==> config.mk <==
export PLATFORM = sky130hd
export DESIGN_NAME = addsub_seq
export DESIGN_NICKNAME = d
export VERILOG_FILES = /design/src/rtl/addsub_seq.sv
export SDC_FILE = /design/constraint.sdc
export NUM_CORES = 1
export LEC_CHECK = 0
export CAP_MARGIN = 10
export CELL_PAD_IN_SITES_DETAIL_PLACEMENT = 1
export CELL_PAD_IN_SITES_GLOBAL_PLACEMENT = 1
export CORE_ASPECT_RATIO = 1.1
export CORE_MARGIN = 1.5
export CORE_UTILIZATION = 42
export CTS_BUF_LIST = sky130_fd_sc_hd__clkbuf_16
export CTS_CLUSTER_DIAMETER = 60
export DETAILED_ROUTE_END_ITERATION = 10
export GPL_TIMING_DRIVEN = 0
export PLACE_DENSITY_LB_ADDON = 0.1
export SKIP_CTS_REPAIR_TIMING = 1
export SLEW_MARGIN = 30
export SYNTH_ARGS = -nofsm -noshare
export SYNTH_HDL_FRONTEND = slang
export SYNTH_SLANG_ARGS = --single-unit
==> constraint.sdc <==
create_clock -name clk -period 2.9 [get_ports clk]
set_clock_uncertainty 0.05 [all_clocks]
set_input_delay 0.58 -clock clk [delete_from_list [all_inputs] [get_ports clk]]
set_output_delay 0.58 -clock clk [all_outputs]
set_load 0.1 [all_outputs]
==> src/rtl/addsub_seq.sv <==
// rtl/addsub_seq.sv - multi-cycle chunked unsigned adder/subtractor with valid/ready handshake
//
// Ports:
//   clk        : clock, all state changes on the rising edge
//   rst_n      : asynchronous active-low reset
//   in_valid   : a, b and sub are valid
//   in_ready   : block can accept operands (high only in IDLE)
//   a, b       : WIDTH-bit unsigned operands
//   sub        : 0 selects a+b, 1 selects a-b
//   out_valid  : res/cout/neg hold a new result
//   out_ready  : consumer accepts the result
//   res        : truncated sum (add) or |a-b| (subtract)
//   cout       : final carry of the chunked addition (1 = no borrow in subtract)
//   neg        : 1 only for subtract with a < b
module addsub_seq #(
  parameter int WIDTH = 8,
  parameter int CHUNK = 4
) (
  input  logic             clk,
  input  logic             rst_n,
  input  logic             in_valid,
  output logic             in_ready,
  input  logic [WIDTH-1:0] a,
  input  logic [WIDTH-1:0] b,
  input  logic             sub,
  output logic             out_valid,
  input  logic             out_ready,
  output logic [WIDTH-1:0] res,
  output logic             cout,
  output logic             neg
);

  localparam int N  = WIDTH / CHUNK;
  localparam int KW = (N > 1) ? $clog2(N) : 1;
  localparam int CW = CHUNK + 1;
  localparam logic [KW-1:0] K_LAST = KW'(N - 1);

  typedef enum logic [1:0] {
    IDLE,
    CALC,
    FIX,
    DONE
  } state_t;

  state_t state;
  state_t state_nxt;

  logic [WIDTH-1:0] ra;
  logic [WIDTH-1:0] rb;
  logic [WIDTH-1:0] s;
  logic             rsub;
  logic             carry;
  logic [KW-1:0]    k;

  logic             accept;
  logic             last;
  logic [CHUNK-1:0] ra_chunk;
  logic [CHUNK-1:0] rb_chunk;
  logic [CW-1:0]    chunk_sum;

  // State register
  always_ff @(posedge clk or negedge rst_n) begin
    if (!rst_n) begin
      state <= IDLE;
    end else begin
      state <= state_nxt;
    end
  end

  // Next state and handshake outputs. in_ready/out_valid depend on the
  // registered state only, so there is no combinational path from
  // in_valid or out_ready to any output.
  always_comb begin
    state_nxt = state;
    in_ready  = 1'b0;
    out_valid = 1'b0;
    case (state)
      IDLE: begin
        in_ready = 1'b1;
        if (in_valid) begin
          state_nxt = CALC;
        end
      end
      CALC: begin
        if (last) begin
          state_nxt = FIX;
        end
      end
      FIX: begin
        state_nxt = DONE;
      end
      DONE: begin
        out_valid = 1'b1;
        if (out_ready) begin
          state_nxt = IDLE;
        end
      end
      default: begin
        state_nxt = IDLE;
      end
    endcase
  end

  assign accept = in_valid && (state == IDLE);
  assign last   = (k == K_LAST);

  // One CHUNK-wide slice of the ripple, carry taken from the previous cycle.
  assign ra_chunk  = ra[k*CHUNK +: CHUNK];
  assign rb_chunk  = rb[k*CHUNK +: CHUNK];
  assign chunk_sum = {1'b0, ra_chunk} + {1'b0, rb_chunk} + CW'(carry);

  // Datapath and result registers
  always_ff @(posedge clk or negedge rst_n) begin
    if (!rst_n) begin
      ra    <= '0;
      rb    <= '0;
      s     <= '0;
      rsub  <= 1'b0;
      carry <= 1'b0;
      k     <= '0;
      res   <= '0;
      cout  <= 1'b0;
      neg   <= 1'b0;
    end else begin
      case (state)
        IDLE: begin
          if (accept) begin
            // Subtract is a + ~b + 1: invert b here, seed the carry with sub.
            ra    <= a;
            rb    <= b ^ {WIDTH{sub}};
            rsub  <= sub;
            carry <= sub;
            k     <= '0;
          end
        end
        CALC: begin
          s[k*CHUNK +: CHUNK] <= chunk_sum[CHUNK-1:0];
          carry               <= chunk_sum[CHUNK];
          if (!last) begin
            k <= k + KW'(1);
          end
        end
        FIX: begin
          cout <= carry;
          // A missing final carry in subtract mode is a borrow: the sum is
          // the two's complement of the magnitude. Add results are never
          // negated, whatever their carry.
          if (rsub && !carry) begin
            res <= ~s + WIDTH'(1);
            neg <= 1'b1;
          end else begin
            res <= s;
            neg <= 1'b0;
          end
        end
        default: begin
        end
      endcase
    end
  end

endmodule

==> impl_results.md, run 1 <==
- Outcome: complete, no violations
- Post-Synth Simple-Gate Area: 0.1432
- Final setup viols: 0
- Synth Register Bits: 39
- Layout cells sized above 1: 0.1623
- Worst-Skew Late Latency: 280 ps
- XOR/XNOR Fraction of Synth Area: 0.04266
- Worst path top cell family by delay: buffers and inverters
- Overall Global Routing Usage: 0.1859
- Syn_area_per_cell: 10.92 sq um
- Post-route minimum period: 2612 ps
- Worst Path Arrival: 1980 ps
- Vias per Instance: 5.423
- Most common cell after layout, fill and taps aside: dfrtp_1
- Final WL: 4438 um
- Number of global-route vias before repair: about 1700
- Asr flop ratio synth: 1.000
- Clock Path Buffers: 2
- Slew Limit Headroom: 0.3481
- Final instance area: roughly 0.0026 sq mm
- RSZ-0062 raised after global routing: false
- H-tree depth: 2
- Ports: 33
- DR WL/cell: 15.63 um
- Largest family of logic cells by synthesized area: simple AND/OR/NAND/NOR gates
- Max Freq: 382.8 MHz
- Setup WS post-layout: ~290 ps
- Slowest cell on the critical path: clkdlybuf4s50_1
- Crit path launch type: flop
- Final GP Congestion: between 0.7 and 0.8
- Full die area: around 0.0053 sq mm
- Adder-Cell Fraction of Synth Area: 0.06825
- Total CTS buffers: 5
- Most frequent cells in the layout: dfrtp_1 (39), clkdlybuf4s50_1 (29), mux2_2 (22)
- Area growth from synthesis to layout: 26.33%
- CP bufs+invs: 1
- Max-Cap Viols: 0
- Crit share post-route: 0.9007
- ANT nets after route: 0
- Nature of the critical path endpoint: output pin
- CTS tree: built
- HPWL Detailed: 3422 um
- Initial antenna violation count: 0
- First-pass GRT wire length: just under 8000 um
- Rows: 26
- Worst min-delay path class: input pin to asynchronous set/reset pin
- First DRT Iteration DRCs: 74
- Area contributors post-synth: dfrtp_1 (48%), mux2_2 (12%), ha_1 (4.9%), xnor2_1 (4.3%), o21ai_0 (3.4%)
- Sequential fraction of the synthesis area: 0.4753
- Fin nets: 258
- Ys Warns: 0
- Seq. cell area: 975.9 sq um
- Overflow after GRT: 0
- Crit path max fanout: 3
- Slew Limit Fails: 0
- Mapped Area: roughly 0.002 sq mm
- CP Cell Sequence: ha_1 > clkdlybuf4s50_1
- Area post-placement: 0.002449 sq mm
- Crit path kind: flop to output pin
- Chip height: 76.33 um
- Compound-gate portion of the synthesized area: 0.09933
- Clk sinks: 39
- Clk root buf: clkbuf_16
- Multi-input gate area: between 0.001 and 0.0015 sq mm
- Distinct cells, synth: 39
- Reg clk slew, reported paths: 60 ps
- Synth top area share: 0.4753
- DRC: 0
- Synth Instances: approximately 190
- Worst path max stage delay: 1130 ps
- Largest net degree at the start of global routing: 26
- Port-buffer cells: 31
- Die Wd: 69.67 um
- Core Area: 0.004684 sq mm
- Post-synth EDFFs: 0
- Final hold viol count: 0
- Synthesized netlist net count: 219
- DR pass1 iterations: 4
- Fillers: 507
- Vias: 1540
- Ys flop type: dfrtp_1
- Worst slew pin tran: 974.7 ps
- Critical Path RT: 2270 ps
- Mux contribution to synthesized area: 0.1402
- DP Worst Slack: 127.6 ps
- ANT cells: 0
- Starting density of the core: 0.4383
- Post-synth top area cell: dfrtp_1
## sequential cells by signal (all words and copies together) (netlist names)
name	count
ra	8
rb	8
res	8
s	8
state	2
carry	1
cout	1
k	1
neg	1
rsub	1
## worst register-to-register path, cell delays in order (launching register included)
cell	delay, ps
dfrtp_1	360
clkbuf_2	290
mux2_2	410
fa_1	450
fa_1	430
a21o_1	170
a21oi_1	160
o21ai_0	110
## Yosys cell counts, drive strengths merged (3+ instances only)
library cell  number
nor2b              5
a21oi              6
mux2i              4
dfrtp             39
buf                5
xnor2             10
a31oi              3
nor2               9
nand3              4
o21ai             14
inv                6
mux2              22
nand2             18
nor3b              3
clkbuf             3
ha                 8
## kinds of logic after synthesis
logic type | count (synthesis)
buffers and inverters | 14
AND/OR/NAND/NOR | 56
XOR/XNOR | 10
flip-flops | 39
adder cells (fa/ha/maj) | 10
AO/OA/AOI/OAI | 33
multiplexers | 26
## cell type report
class / instances / area share
plain buffers: 8 / 0.01640
multi-input cells: 135 / 0.3907
repair buffers: 32 / 0.1264
inverters: 6 / 0.008683
clock buffers: 5 / 0.04824
well taps: 56 / 0.02701
clock inverters: 3 / 0.006271
flip-flops and latches: 39 / 0.3763
## per-layer routing
metal / share of wire / wire, um / GRT usage
met5: 0 / 0 / 0
met4: 0.015 / 66 / 0.05577
met3: 0.031 / 138 / 0.04233
met2: 0.55 / 2443 / 0.3413
met1: 0.40 / 1790 / 0.2142
## path summary, 6_finish.rpt
kind                           from        end  slack, ps  cells past startpoint
max                        state[0]  out_valid        290                      2
min                           rst_n   state[0]        160                      1
max reg2reg                       k      carry        350                      7
min reg2reg                   rb[6]      rb[6]        430                      2
max in group asynchronous     rst_n      ra[4]       2190                      2
min in group clk              rb[6]      rb[6]        430                      2
## per-stage QoR
step                      TNS (ps)  hold slack (ps)  utilization  std cells
after CTS                   -36.37            175.6       0.5529        284
after global placement           0            409.6       0.5195        275
after floorplan                  0            234.4            -        188
after detailed placement         0            415.4       0.5227        276
after global routing             0            183.3       0.5537        284
final                            0            163.3       0.5537        284
Power of run 1 is left out: the tool's default activity adds up to more than one toggle a clock period on the data nets, which glitch-free logic cannot reach.
==> run 2, diff against run 1 <==
CORE_ASPECT_RATIO = unset   (was 1.1)
==> run 2 against run 1 <==
Compared with the run above: first-iteration DRC count decreased by 65%; die area about the same; largest cell class unchanged; final area increased by 0.58%; register-to-register slack got worse by 180 ps; critical endpoint is now carry; via count increased by 1.1%; final cell count increased by 3.9%.
==> impl_results.md, run 2 (same netlist as run 1, synthesis figures left out) <==
- DR WL/cell: 16.13 um (was 15.63 um)
- Final setup viols: 0 (unchanged)
- Clk sinks: 39 (unchanged)
- ANT cells: 0 (unchanged)
- Full die area: 0.005317 sq mm (was 0.005318 sq mm)
- CP Cell Sequence: clkbuf_1 > mux2_2 > fa_1 > fa_1 > a21o_1 > a21oi_1 > o21ai_0 (was ha_1 > clkdlybuf4s50_1)
- Area growth from synthesis to layout: 27.06% (was 26.33%)
- Reg2reg path depth: 7 (unchanged)
- Vias per Instance: 5.278 (was 5.423)
- Crit path kind: flop to flop (was flop to output pin)
- Reg clk slew, reported paths: 50 ps (was 60 ps)
- Final WL: 4757 um (was 4438 um)
- Final Non-Filler Cells: 295 (was 284)
- Crit path top cell by count: fa_1
- Clock Path Buffers: 2 (unchanged)
- Nature of the critical path endpoint: flop (was output pin)
- CP bufs+invs: 1 (unchanged)
- Max-Cap Viols: 0 (unchanged)
- H-tree depth: 2 (unchanged)
- Total CTS buffers: 5 (unchanged)
- ANT nets after route: 0 (unchanged)
- Starting density of the core: 0.4347 (was 0.4383)
- Final hold viol count: 0 (unchanged)
- Post-route minimum period: 2730 ps (was 2612 ps)
- Critical Path RT: 3000 ps (was 2270 ps)
- Layout cells sized above 1: 0.1491 (was 0.1623)
- Crit path max fanout: 10 (was 3)
- Crit share post-route: 0.9415 (was 0.9007)
- CTS tree: built (unchanged)
- Vias: 1557 (was 1540)
- HPWL Detailed: 3681 um (was 3422 um)
- Placed Cells: 287 (was 276)
- First-pass GRT wire length: 8135 um (was 7921 um)
- Worst path top cell family by delay: adder cells (was buffers and inverters)
- Slew Limit Fails: 0 (unchanged)
- Most common cell after layout, fill and taps aside: dfrtp_1 (unchanged)
- Initial antenna violation count: 0 (unchanged)
- DRC: 0 (unchanged)
- Worst Path Arrival: 2830 ps (was 1980 ps)
- Fillers: 515 (was 507)
- First DRT Iteration DRCs: 26 (was 74)
- Slowest cell on the critical path: clkbuf_1 (was clkdlybuf4s50_1)
- Outcome: complete, no violations (unchanged)
- FF-to-FF Start: k (unchanged)
- Most frequent cells in the layout: dfrtp_1 (39), clkdlybuf4s50_1 (29), mux2_2 (22) (unchanged)
- RSZ-0062 raised after global routing: false (unchanged)
- Seq. cell area: 975.9 sq um (unchanged)
- Crit path launch type: flop (unchanged)
- Worst min-delay path class: input pin to asynchronous set/reset pin (unchanged)
- Core Area: 0.004723 sq mm (was 0.004684 sq mm)
- Ports: 33 (unchanged)
- Overall Global Routing Usage: 0.2022 (was 0.1859)
- Worst Setup EP: carry (was out_valid)
- Slew Limit Headroom: 0.3532 (was 0.3481)
- Worst slew pin tran: 967.1 ps (was 974.7 ps)
- Worst path max stage delay: 460 ps (was 1130 ps)
- Port-buffer cells: 31 (unchanged)
- Number of global-route vias before repair: 1791 (was 1668)
- Rows: 25 (was 26)
- DR pass1 iterations: 3 (was 4)
- Fin nets: 258 (unchanged)
- Max Freq: 366.3 MHz (was 382.8 MHz)
- Critical Path Start: k (was state[0])
- Overflow after GRT: 0 (unchanged)
- Flop2flop setup slack: 170 ps (was 350 ps)
- Die Wd: 72.92 um (was 69.67 um)
- RR Endpoint: carry (unchanged)
- Clk root buf: clkbuf_16 (unchanged)
- Critical path depth: 7 (was 2)
- Final GP Congestion: 0.7802 (was 0.7926)
- Worst-Skew Late Latency: 270 ps (was 280 ps)
- Chip height: 72.92 um (was 76.33 um)
- Multi-input gate area: 0.001013 sq mm (unchanged)
- Largest net degree at the start of global routing: 21 (was 26)
-- run 2: cell types whose count changed in the layout (fill, tap and decap cells not counted) --
cell,before,now
clkinv_2,1,0
buf_16,0,1
clkbuf_2,1,0
clkinvlp_4,1,0
buf_12,1,0
clkbuf_1,2,3
clkinv_1,0,2
-- run 2: worst min path at each step --
stage / slack, ps / end / cells past startpoint
after global routing: 250 / res[0] / 1
after detailed placement: 420 / rb[2] / 2
after CTS: 240 / neg / 1
after floorplan: 230 / carry / 0
after global placement: 410 / rb[4] / 2
final: 220 / res[0] / 1
-- run 2: metal layers --
metal,share of wire,GRT usage
met5,0,0
met3,0.031,0.04420
met2,0.55,0.3792
met1,0.39,0.2140
met4,0.032,0.09224
-- run 2: layout make-up --
class / instances / share of cell area
clock inverters: 3 / 0.004317
flip-flops and latches: 39 / 0.3741
multi-input cells: 135 / 0.3885
plain buffers: 8 / 0.01583
well taps: 67 / 0.03213
repair buffers: 32 / 0.1285
clock buffers: 5 / 0.04796
inverters: 6 / 0.008633
-- run 2: per-stage QoR --
step	setup TNS, ps	hold WS [ps]	setup WS, ps	instance area (sq um)	util
after floorplan	0	234.4	464.5	2053	-
after global placement	0	409.5	177.6	2447	0.5181
after detailed placement	0	421.6	110.1	2470	0.5229
after CTS	-17.77	235.2	-17.77	2606	0.5518
after global routing	0	249.7	9.968	2609	0.5523
final	0	222.4	169.8	2609	0.5523
-- run 2: worst reg2reg max path, delay by kind of cell (launching register included) --
family | cells | cell delay (ps)
buffers and inverters | 1 | 460
adders and majority gates | 2 | 840
muxes | 1 | 430
AOI/OAI and AO/OA | 3 | 450
DFF | 1 | 370
Power of run 2 is left out for the same reason.
